File: src/rtl/max7219_pkg.sv
// Shared definitions for the MAX7219/7221 frame protocol.
// Used by the receive-side emulator (max7219_rx) and the transmit-side driver.
package max7219_pkg;

    // A frame is 16 bits, sent MSB first. Bits 15:12 are don't-care,
    // 11:8 are the register address and 7:0 are the data byte.
    localparam int FRAME_BITS = 16;

    // Register address map
    localparam logic [3:0] ADDR_NOOP      = 4'h0;
    localparam logic [3:0] ADDR_DIGIT0    = 4'h1;
    localparam logic [3:0] ADDR_DIGIT1    = 4'h2;
    localparam logic [3:0] ADDR_DIGIT2    = 4'h3;
    localparam logic [3:0] ADDR_DIGIT3    = 4'h4;
    localparam logic [3:0] ADDR_DIGIT4    = 4'h5;
    localparam logic [3:0] ADDR_DIGIT5    = 4'h6;
    localparam logic [3:0] ADDR_DIGIT6    = 4'h7;
    localparam logic [3:0] ADDR_DIGIT7    = 4'h8;
    localparam logic [3:0] ADDR_DECODE    = 4'h9;
    localparam logic [3:0] ADDR_INTENSITY = 4'hA;
    localparam logic [3:0] ADDR_SCANLIM   = 4'hB;
    localparam logic [3:0] ADDR_SHUTDOWN  = 4'hC;
    localparam logic [3:0] ADDR_TEST      = 4'hF;

    // Code-B font, segments A..G in bits 6..0 (DP is handled separately).
    // Entry n is the pattern for nibble n: 0-9, '-', 'E', 'H', 'L', 'P', blank.
    localparam logic [15:0][6:0] CODEB_SEG = {
        7'h00,  // F: blank
        7'h67,  // E: 'P'
        7'h0E,  // D: 'L'
        7'h37,  // C: 'H'
        7'h4F,  // B: 'E'
        7'h01,  // A: '-'
        7'h7B,  // 9
        7'h7F,  // 8
        7'h70,  // 7
        7'h5F,  // 6
        7'h5B,  // 5
        7'h33,  // 4
        7'h79,  // 3
        7'h6D,  // 2
        7'h30,  // 1
        7'h7E   // 0
    };

    // Outcome of a LOAD/CS rising edge
    typedef enum logic [1:0] {
        LATCH_NONE,
        LATCH_VALID,
        LATCH_ERR
    } latch_e;

    // The part of a frame that carries meaning
    typedef struct packed {
        logic [3:0] addr;
        logic [7:0] data;
    } frame_t;

    // Code-B lookup of a digit byte; bit 7 (DP) passes through, bits 6:4 ignored
    function automatic logic [7:0] codeb_lookup(input logic [7:0] code);
        return {code[7], CODEB_SEG[code[3:0]]};
    endfunction

endpackage

File: src/rtl/max7219_codeb_dec.sv
// Combinational digit-byte to segment-pattern decoder.
// With decode enabled the low nibble selects a Code-B glyph and DP passes
// through; otherwise the raw byte is the segment pattern (DP,A..G).
module max7219_codeb_dec
    import max7219_pkg::*;
(
    input  logic [7:0] code,
    input  logic       decode_en,
    output logic [7:0] seg
);

    // Select between font lookup and raw segment byte
    always_comb begin
        seg = code;
        if (decode_en) begin
            seg = codeb_lookup(code);
        end
    end

endmodule

File: src/rtl/max7219_rx.sv
// MAX7219/7221 serial frame responder.
// Oversamples LOAD/CS, CLK and DIN on clk, deserialises 16-bit frames and
// applies them to a shadow register file exposed as parallel outputs.
// Optional macro MAX7219_RX_CODEB_EN: registered Code-B decode on seg_out;
// without it seg_out is a straight copy of digits.
module max7219_rx
    import max7219_pkg::*;
#(
    parameter int SYNC_STAGES = 2,
    parameter int CNT_W       = 5
)
(
    input  logic        clk,
    input  logic        rst,
    input  logic        s_cs,
    input  logic        s_sck,
    input  logic        s_din,
    output logic        s_dout,
    output logic        frame_valid,
    output logic        frame_err,
    output logic [3:0]  frame_addr,
    output logic [7:0]  frame_data,
    output logic [63:0] digits,
    output logic [7:0]  decode_mode,
    output logic [3:0]  intensity,
    output logic [2:0]  scan_limit,
    output logic        shutdown_n,
    output logic        display_test,
    output logic [63:0] seg_out
);

    // ------------------------------------------------------------------
    // Input synchronisers and edge detection
    // ------------------------------------------------------------------
    logic [SYNC_STAGES-1:0] cs_sync_reg;
    logic [SYNC_STAGES-1:0] sck_sync_reg;
    logic [SYNC_STAGES-1:0] din_sync_reg;
    logic                   cs_prev_reg;
    logic                   sck_prev_reg;

    logic cs_s;
    logic sck_s;
    logic din_s;
    logic cs_rise;
    logic cs_fall;
    logic sck_rise;
    logic sck_fall;

    // Synchroniser chains; preset to the idle bus (CS high, SCK low)
    always_ff @(posedge clk or posedge rst) begin
        if (rst) begin
            cs_sync_reg  <= '1;
            sck_sync_reg <= '0;
            din_sync_reg <= '0;
        end else begin
            cs_sync_reg  <= {cs_sync_reg[SYNC_STAGES-2:0], s_cs};
            sck_sync_reg <= {sck_sync_reg[SYNC_STAGES-2:0], s_sck};
            din_sync_reg <= {din_sync_reg[SYNC_STAGES-2:0], s_din};
        end
    end

    assign cs_s  = cs_sync_reg[SYNC_STAGES-1];
    assign sck_s = sck_sync_reg[SYNC_STAGES-1];
    assign din_s = din_sync_reg[SYNC_STAGES-1];

    // One-cycle history of the synchronised CS and SCK for edge detection
    always_ff @(posedge clk or posedge rst) begin
        if (rst) begin
            cs_prev_reg  <= 1'b1;
            sck_prev_reg <= 1'b0;
        end else begin
            cs_prev_reg  <= cs_s;
            sck_prev_reg <= sck_s;
        end
    end

    assign cs_rise  =  cs_s  & ~cs_prev_reg;
    assign cs_fall  = ~cs_s  &  cs_prev_reg;
    assign sck_rise =  sck_s & ~sck_prev_reg;
    assign sck_fall = ~sck_s &  sck_prev_reg;

    // ------------------------------------------------------------------
    // Deserialiser
    // ------------------------------------------------------------------
    logic [15:0]      sr_reg;
    logic [CNT_W-1:0] cnt_reg;
    logic [CNT_W-1:0] cnt_base;
    logic [CNT_W-1:0] cnt_next;
    logic             dout_reg;
    logic             shift_en;
    latch_e           latch_kind;
    frame_t           wr_frame;
    logic             wr_en;

    // A CS rise drops any coincident SCK rise because CS is already high
    // in that cycle, so the latch always sees the bits shifted before it.
    assign shift_en = sck_rise & ~cs_s;

    // Classify a CS rising edge by how many bits the frame carried
    always_comb begin
        latch_kind = LATCH_NONE;
        if (cs_rise) begin
            if (cnt_reg >= CNT_W'(FRAME_BITS)) begin
                latch_kind = LATCH_VALID;
            end else if (cnt_reg != '0) begin
                latch_kind = LATCH_ERR;
            end
        end
    end

    // Bit counter: cleared on either CS edge, saturating increment per bit
    always_comb begin
        cnt_base = cnt_reg;
        if (cs_rise || cs_fall) begin
            cnt_base = '0;
        end
        cnt_next = cnt_base;
        if (shift_en && (cnt_base != '1)) begin
            cnt_next = cnt_base + 1'b1;
        end
    end

    // Shift register, counter and daisy-chain output
    always_ff @(posedge clk or posedge rst) begin
        if (rst) begin
            sr_reg   <= '0;
            cnt_reg  <= '0;
            dout_reg <= 1'b0;
        end else begin
            cnt_reg <= cnt_next;
            if (shift_en) begin
                sr_reg <= {sr_reg[14:0], din_s};
            end
            if (sck_fall && !cs_s) begin
                dout_reg <= sr_reg[15];
            end
        end
    end

    // Only the last 16 bits shifted in matter; bits 15:12 are don't-care
    assign wr_frame = sr_reg[11:0];
    assign wr_en    = (latch_kind == LATCH_VALID);

    // ------------------------------------------------------------------
    // Frame event outputs
    // ------------------------------------------------------------------
    logic       frame_valid_reg;
    logic       frame_err_reg;
    logic [3:0] frame_addr_reg;
    logic [7:0] frame_data_reg;

    // Pulses and last-frame capture, aligned with the register write
    always_ff @(posedge clk or posedge rst) begin
        if (rst) begin
            frame_valid_reg <= 1'b0;
            frame_err_reg   <= 1'b0;
            frame_addr_reg  <= '0;
            frame_data_reg  <= '0;
        end else begin
            frame_valid_reg <= wr_en;
            frame_err_reg   <= (latch_kind == LATCH_ERR);
            if (wr_en) begin
                frame_addr_reg <= wr_frame.addr;
                frame_data_reg <= wr_frame.data;
            end
        end
    end

    // ------------------------------------------------------------------
    // Shadow register file
    // ------------------------------------------------------------------
    logic [7:0] decode_reg;
    logic [3:0] intensity_reg;
    logic [2:0] scan_reg;
    logic       shutdown_reg;
    logic       test_reg;

    genvar gi;

    // Digit registers, one per address 0x1..0x8
    for (gi = 0; gi < 8; gi++) begin : g_digit
        logic [7:0] value_reg;

        // Capture the data byte when a valid frame targets this digit
        always_ff @(posedge clk or posedge rst) begin
            if (rst) begin
                value_reg <= '0;
            end else if (wr_en && (wr_frame.addr == ADDR_DIGIT0 + 4'(gi))) begin
                value_reg <= wr_frame.data;
            end
        end

        assign digits[8*gi +: 8] = value_reg;
    end

    // Control registers; writes land even in shutdown or display-test mode
    // since those bits only report status here.
    always_ff @(posedge clk or posedge rst) begin
        if (rst) begin
            decode_reg    <= '0;
            intensity_reg <= '0;
            scan_reg      <= '0;
            shutdown_reg  <= 1'b0;
            test_reg      <= 1'b0;
        end else if (wr_en) begin
            case (wr_frame.addr)
                ADDR_DECODE:    decode_reg    <= wr_frame.data;
                ADDR_INTENSITY: intensity_reg <= wr_frame.data[3:0];
                ADDR_SCANLIM:   scan_reg      <= wr_frame.data[2:0];
                ADDR_SHUTDOWN:  shutdown_reg  <= wr_frame.data[0];
                ADDR_TEST:      test_reg      <= wr_frame.data[0];
                default:        ;  // no-op, digits, 0xD and 0xE
            endcase
        end
    end

    // ------------------------------------------------------------------
    // Segment output
    // ------------------------------------------------------------------
`ifdef MAX7219_RX_CODEB_EN
    logic [63:0] dec_seg;
    logic [63:0] seg_reg;

    for (gi = 0; gi < 8; gi++) begin : g_dec
        max7219_codeb_dec u_dec (
            .code      (digits[8*gi +: 8]),
            .decode_en (decode_reg[gi]),
            .seg       (dec_seg[8*gi +: 8])
        );
    end

    // Register the decoded patterns; seg_out lags digits by one clk
    always_ff @(posedge clk or posedge rst) begin
        if (rst) begin
            seg_reg <= '0;
        end else begin
            seg_reg <= dec_seg;
        end
    end

    assign seg_out = seg_reg;
`else
    assign seg_out = digits;
`endif

    assign s_dout       = dout_reg;
    assign frame_valid  = frame_valid_reg;
    assign frame_err    = frame_err_reg;
    assign frame_addr   = frame_addr_reg;
    assign frame_data   = frame_data_reg;
    assign decode_mode  = decode_reg;
    assign intensity    = intensity_reg;
    assign scan_limit   = scan_reg;
    assign shutdown_n   = shutdown_reg;
    assign display_test = test_reg;

endmodule

File: config.mk
export PLATFORM = sky130hd
export DESIGN_NAME = max7219_rx
export DESIGN_NICKNAME = d
export VERILOG_FILES = /design/src/rtl/max7219_pkg.sv /design/src/rtl/max7219_codeb_dec.sv /design/src/rtl/max7219_rx.sv
export SDC_FILE = /design/constraint.sdc
export NUM_CORES = 1
export LEC_CHECK = 0
export BUFFER_PORTS_ARGS = -buffer_cell sky130_fd_sc_hd__buf_2
export CAP_MARGIN = 20
export CORE_MARGIN = 5
export CORE_UTILIZATION = 55
export DETAILED_ROUTE_END_ITERATION = 16
export GPL_ROUTABILITY_DRIVEN = 0
export PLACE_DENSITY = 0.85
export SLEW_MARGIN = 20
export SYNTH_ARGS = -nofsm -noshare
export SYNTH_HDL_FRONTEND = slang
export SYNTH_HIERARCHICAL = 1
export SYNTH_SLANG_ARGS = --single-unit
File: constraint.sdc
create_clock -name clk -period 7.8 [get_ports clk]
set_input_delay 0.39 -clock clk [delete_from_list [all_inputs] [get_ports clk]]
set_output_delay 0.39 -clock clk [all_outputs]
set_load 0.01 [all_outputs]
After elaboration in Yosys (flattened, before gate mapping):

Cells that the tools add are included.
W data, S select, Z words.

* logic and storage cells: 75
* bits of input ports: 5
* register bits after elaboration: 125
* output and inout port bits: 160

* $lt $le $gt $ge: 1
* mux-type cells: 5
* eq/ne operators: 16
* bitwise operators: 9
* reductions and logical operators: 18
* add/subtract/negate cells: 1

Operators with widths (number)
* $eq A4 B4 Y1 const B: 6
* $eq A4 B3 Y1 const B: 4
* $logic_and A1 B1 Y1: 10
* $mux W5: 2
* $reduce_and A2 Y1: 5
* $eq A4 B2 Y1 const B: 2
* $mux W2: 3
* $add A5 B1 Y5 const B: 1
* $and A1 B1 Y1: 5
* $ge A5 B5 Y1 const B: 1
* $ne A5 B5 Y1 const B: 1
* $reduce_bool A5 Y1: 1
* $eq A4 B1 Y1 const B: 1
* $not A1 Y1: 4
* $eq A2 B1 Y1 const B: 1
* $eq A2 B2 Y1 const B: 1
* $logic_not A1 Y1: 1
* $logic_or A1 B1 Y1: 1

Longest topological paths before layout:

* depth after elaboration: 7
* mapped depth: 10
* gate-level depth less buffers: 10

Least setup slack after synthesis:

Ideal clock, no wire load.

* path kind: register to register
* start: register cs_prev_reg
* end: register cnt_reg[1]
* slack: 5.374 ns
* period minus slack after synthesis: 2.426 ns
* cell stages (with the launch flop): 10
* required time: 7.675 ns
* buffers on the path: 0
* library setup time: 0.125 ns
* arrival: 2.302 ns
* cells stage by stage: dfstp_2 -> inv_1 -> ha_1 -> and2_1 -> ha_1 -> nand2_1 -> nor2_1 -> ha_1 -> nor4b_2 -> mux2_2

* cells in the longest elaborated chain, start to end: 7
* elaborated cells on any way between the ends: 9
* classes of those cells: 1 x add/sub; 1 x eq/ne; 2 x mux; 3 x bitwise; 2 x reduce/logical

Ends and longest elaborated chain
* start: declaration: RTL line max7219_rx.sv:38 `logic cs_prev_reg;`
* start signal: assignment: RTL line max7219_rx.sv:72 `cs_prev_reg <= cs_s;`
* $not A1 Y1: RTL line max7219_rx.sv:77 `assign cs_rise = cs_s & ~cs_prev_reg;`
* $and A1 B1 Y1: RTL line max7219_rx.sv:77
* $logic_or A1 B1 Y1 *: RTL line max7219_rx.sv:114 `if (cs_rise || cs_fall) begin`
* $mux W5 *: RTL line max7219_rx.sv:114
* parallel branches: the longest is 2 deep, another holds $add A5 B1 Y5
* $mux W5 *: RTL line max7219_rx.sv:118 `if (shift_en && (cnt_base != '1)) begin`
* named net cnt_next[1]: RTL line max7219_rx.sv:88 `logic [CNT_W-1:0] cnt_next;`
* end signal: assignment: RTL line max7219_rx.sv:130 `cnt_reg <= cnt_next;`
* end: declaration: RTL line max7219_rx.sv:86 `logic [CNT_W-1:0] cnt_reg;`

Mark *: on every way through the listed nets, which the timed path passes.
A chain may end at the register's enable or synchronous reset.

Worst setup path after layout:

* start: register cs_sync_reg[1]
* end: register cnt_reg[4]

* cells in the longest elaborated chain, start to end: 7
* elaborated cells on any way between the ends: 10
* classes of those cells: 1 x add/sub; 1 x eq/ne; 2 x mux; 4 x bitwise; 2 x reduce/logical

Ends and longest elaborated chain
* start: declaration: RTL line max7219_rx.sv:35 `logic [SYNC_STAGES-1:0] cs_sync_reg;`
* start signal: assignment: RTL line max7219_rx.sv:56 `cs_sync_reg <= {cs_sync_reg[SYNC_STAGES-2:0], s_cs};`
* parallel branches: the longest is 6 deep, another holds $add A5 B1 Y5
* $mux W5 *: RTL line max7219_rx.sv:118
* named net cnt_next[4]: RTL line max7219_rx.sv:88

Marks and branches as above.

==> results.md <==
Worst setup path:
- At the worst endpoint, the arrival time is 3.03 ns.
- The element type at the critical path end is a flop.
- The slowest library cell on the worst path is dfstp_2.
- The flop-to-flop setup slack is 5.16 ns.
- In this design, the stage delay of the slowest critical-path cell is between 0.5 and 0.6 ns.
- Measured in cells, the most critical reg-to-reg path has a length of 8.
- The most repeated library cell on the critical path is ha_1.
- By startpoint and endpoint, the worst setup path is classified as flop to flop.
- Traced cell by cell, the critical path runs through ha_1, and2_1, ha_1, nand2_1, nor2_1, ha_1, nor4b_2, mux2_2.
- The total buffers and inverters traversed by the critical path is 0.
- The critical register-to-register path startpoint is cs_sync_reg[1].
- Of all nets on the critical path, the largest fanout is 5.
- Among cell families on the critical path, the largest total delay comes from simple AND/OR/NAND/NOR gates.
- The critical path required time is 8.19 ns.
- In this run the critical register-to-register path is captured at cnt_reg[4].
- The startpoint type of the worst setup path is a flop.
- The critical path crosses 8 cells after its start point.

Drt:
- The wire length per cell is 18.56 um.
- Using the TritonRoute via totals, the vias-per-cell ratio works out to 5.124.
- The number of vias after detailed routing is around 3200.
- The routed design has 11.41 mm of wire.
- The antenna violation net count after detailed routing is 0.
- The DRC violation count after routing is 0.
- For this run, the detailed router's first-pass iteration total came to 4.
- The iteration-0 DRC count of the detailed router is 178.

Hold path:
- In this run the most critical hold path is launched from din_sync_reg[0].
- The path with the worst hold slack has its endpoint at din_sync_reg[1].
- The path type of the worst min-delay path is flop to flop.
- The cell depth of the worst min-delay path is 0.

Synthesis:
- The sequential area share after synthesis is 0.5856.
- The cell area after synthesis is 5348 um^2.
- For this run, the number of Yosys warnings is 6.
- Counting flops with a built-in enable in the synthesized netlist gives 0.
- Of the total synthesized cell area, the portion taken by full adders, half adders and majority gates is 0.007019.
- The share of cell area taken by muxes after synthesis is 0.2527.
- The share of synthesized flip-flops with an asynchronous set or reset is 1.000.
- Of the total synthesized cell area, the portion taken by XOR and XNOR cells is 0.004913.
- Yosys mapped the design onto 29 distinct sky130hd cell types.
- The simple-gate portion of the synthesized area is 0.04399.
- The compound-gate portion of the synthesized area is 0.
- The per-instance average area after synthesis is 14.85 um^2.
- The synthesized design contains 125 register bits.
- The number of nets handed over by synthesis was 368.
- The post-synthesis instance total is 360.
- Among all flip-flop cells after synthesis, the most frequent one is dfrtp_1.
- After synthesis, the largest family of logic cells by area is multiplexers.

Floorplanning:
- The die is 108.6 um wide.
- The standard-cell row count is 36.
- The die outline height is 108.6 um.
- The area enclosed by the die boundary is 11800 um^2.
- 165 I/O pins were placed.
- The initial utilization of the core area, before any placement, comes to 0.5548.
- The region available for standard cell placement spans between 9000 and 10000 um^2.

STA:
- Setup repair after global routing left no endpoint under its margin.
- The measured slew at the worst slew-check pin is 0.8637 ns.
- The worst pin sits at a relative slew slack of 0.4199.
- The total setup violations reported at the end of the flow is 0.
- The total count of hold-check failures in the final report was 0.
- The clock arrives with 0.008726 ns of skew.
- The clock period could shrink to 2.638 ns.
- The max-slew violation count came to 0.
- For the final routed database, the setup TNS stands at 0 ns.
- Dividing the final minimum period by the clock period gives 0.3382.
- The fmax is 0.3791 GHz.

CTS:
- TritonCTS built the clock tree.
- Clock tree synthesis selected as its root buffer the cell clkbuf_8.
- In this run, post-CTS repair resized a total of 0 instances.
- CTS saw roughly 130 sinks.
- The CTS H-tree depth is 4.
- The clock passes through at most 2 buffers.
- Buffers inserted during clock tree synthesis total 17.
- The clock edge transition at the registers on the reported setup and hold paths is around 0.060 ns.
- The clock insertion delay at the later pin of the skew report is just over 0.5 ns.

Outcome:
- The run finished with clean final reports.

Finish:
- The number of flip-flops under the largest register name is 64.
- The most common cell after layout, fill and taps aside is buf_2.
- The number of antenna diodes is 0.
- The final-stage net count is 477.
- Leaving out fill and tap cells, the most frequent cells in the layout are 164 x buf_2, 122 x dfrtp_1, 72 x mux2_2, 24 x mux2_4.
- From synthesis to final layout, the design area changed by 20.19%.
- In the final layout, the share of cells above drive strength 1 is 0.6286.

Global routing:
- The first global-routing pass estimated 17.61 mm of wire.
- The number of antenna violations at the first check in global routing came to 0.
- The total global routing track utilization is 0.1991.
- Entering global routing, the biggest net connects 90 pins.
- The number of global-route vias before repair was 3222.
- The overall overflow remaining after global route is 0.

Pwr:
- For this design the static power due to leakage is 0.003754 uW.
- The total power after layout is 1566 uW.
- In this run the power density over the cells is 243.6 nW/um^2.
- The maximum VDD drop is 0.1386 mV.

Run:
- The max capacitance violation total is 0.

Place:
- The number of port buffers is 164.
- The placed wire-length estimate after detailed placement is roughly 7.9 mm.
repair_timing:
| item | CTS | global route |
|---|---|---|
| hold buffers | 4 | 0 |
| endpoints found under the hold margin | 37 | 0 |
| buffers inserted | 0 | 0 |
cell families after synthesis:
group / after synthesis
multiplexers: 112
buffers and inverters: 83
XOR/XNOR: 3
flip-flops: 125
AND/OR/NAND/NOR: 34
adder cells (fa/ha/maj): 3
Yosys cell counts (2+ instances only):
library cell / count / area share
ha_1: 3 / 0.0070
and2_1: 3 / 0.0035
clkbuf_1: 8 / 0.0056
mux2_1: 16 / 0.034
nand2_1: 5 / 0.0035
buf_4: 66 / 0.093
nand2b_1: 2 / 0.0023
xor2_1: 3 / 0.0049
dfstp_2: 3 / 0.015
buf_2: 5 / 0.0047
nor2_2: 4 / 0.0047
nand4_1: 2 / 0.0023
inv_1: 3 / 0.0021
dfrtp_1: 122 / 0.57
nor2_1: 4 / 0.0028
or3_1: 2 / 0.0023
nor3b_1: 2 / 0.0028
mux2_2: 72 / 0.15
mux2_4: 24 / 0.067
or4_1: 2 / 0.0028
metrics by stage:
stage / util / area (um^2) / instances / hold WS, ns / worst slack [ns]
after global placement: 0.6007 / 5791 / 578 / 0.3316 / 5.299
after global routing: 0.6668 / 6427 / 615 / 0.3609 / 5.053
after floorplan: - / 5348 / 360 / 0.3312 / 4.087
after CTS: 0.6664 / 6424 / 615 / 0.3485 / 5.161
final: 0.6668 / 6427 / 615 / 0.3486 / 5.162
after detailed placement: 0.6015 / 5798 / 579 / 0.3355 / 5.179
worst reg2reg max path, stage by stage, from the launching register on:
cell and delay (ns):
dfstp_2 0.59, ha_1 0.30, and2_1 0.21, ha_1 0.20, nand2_1 0.07, nor2_1 0.04, ha_1 0.20, nor4b_2 0.51
mux2_2 0.40
metal layers:
| layer | up-vias | track usage | wire, um |
|---|---|---|---|
| li1 | 1390 | - | - |
| met3 | 19 | 0.06209 | 768 |
| met4 | 0 | 0.07665 | 242 |
| met2 | 118 | 0.3341 | 5787 |
| met5 | - | 0 | 0 |
| met1 | 1624 | 0.2405 | 4615 |
how the worst max path moves through the flow:
stage                         startpoint    endpoint  slack [ns]
after floorplan                      rst  cnt_reg[0]        4.09
after global placement       cs_prev_reg  cnt_reg[4]        5.30
after detailed placement  cs_sync_reg[1]  cnt_reg[4]        5.18
after CTS                 cs_sync_reg[1]  cnt_reg[4]        5.16
after global routing      cs_sync_reg[1]  cnt_reg[4]        5.05
final                     cs_sync_reg[1]  cnt_reg[4]        5.16
area by class of cell:
cell class	instances	area (um^2)
Clock buffer	24	470.5
Clock inverter	8	115.1
Fill cell	679	3212
Inverter	3	13.76
Multi-Input combinational cell	152	1650
Sequential cell	125	3132
Tap cell	133	166.4
Timing Repair Buffer	170	879.6
report_power, final:
part | internal, uW | total [uW] | switching, uW
clock | 509 | 769 | 260
sequential | 672 | 747 | 75.1
combinational | 26.5 | 50.1 | 23.6
Note: power is estimated with default switching activity, not from simulation.
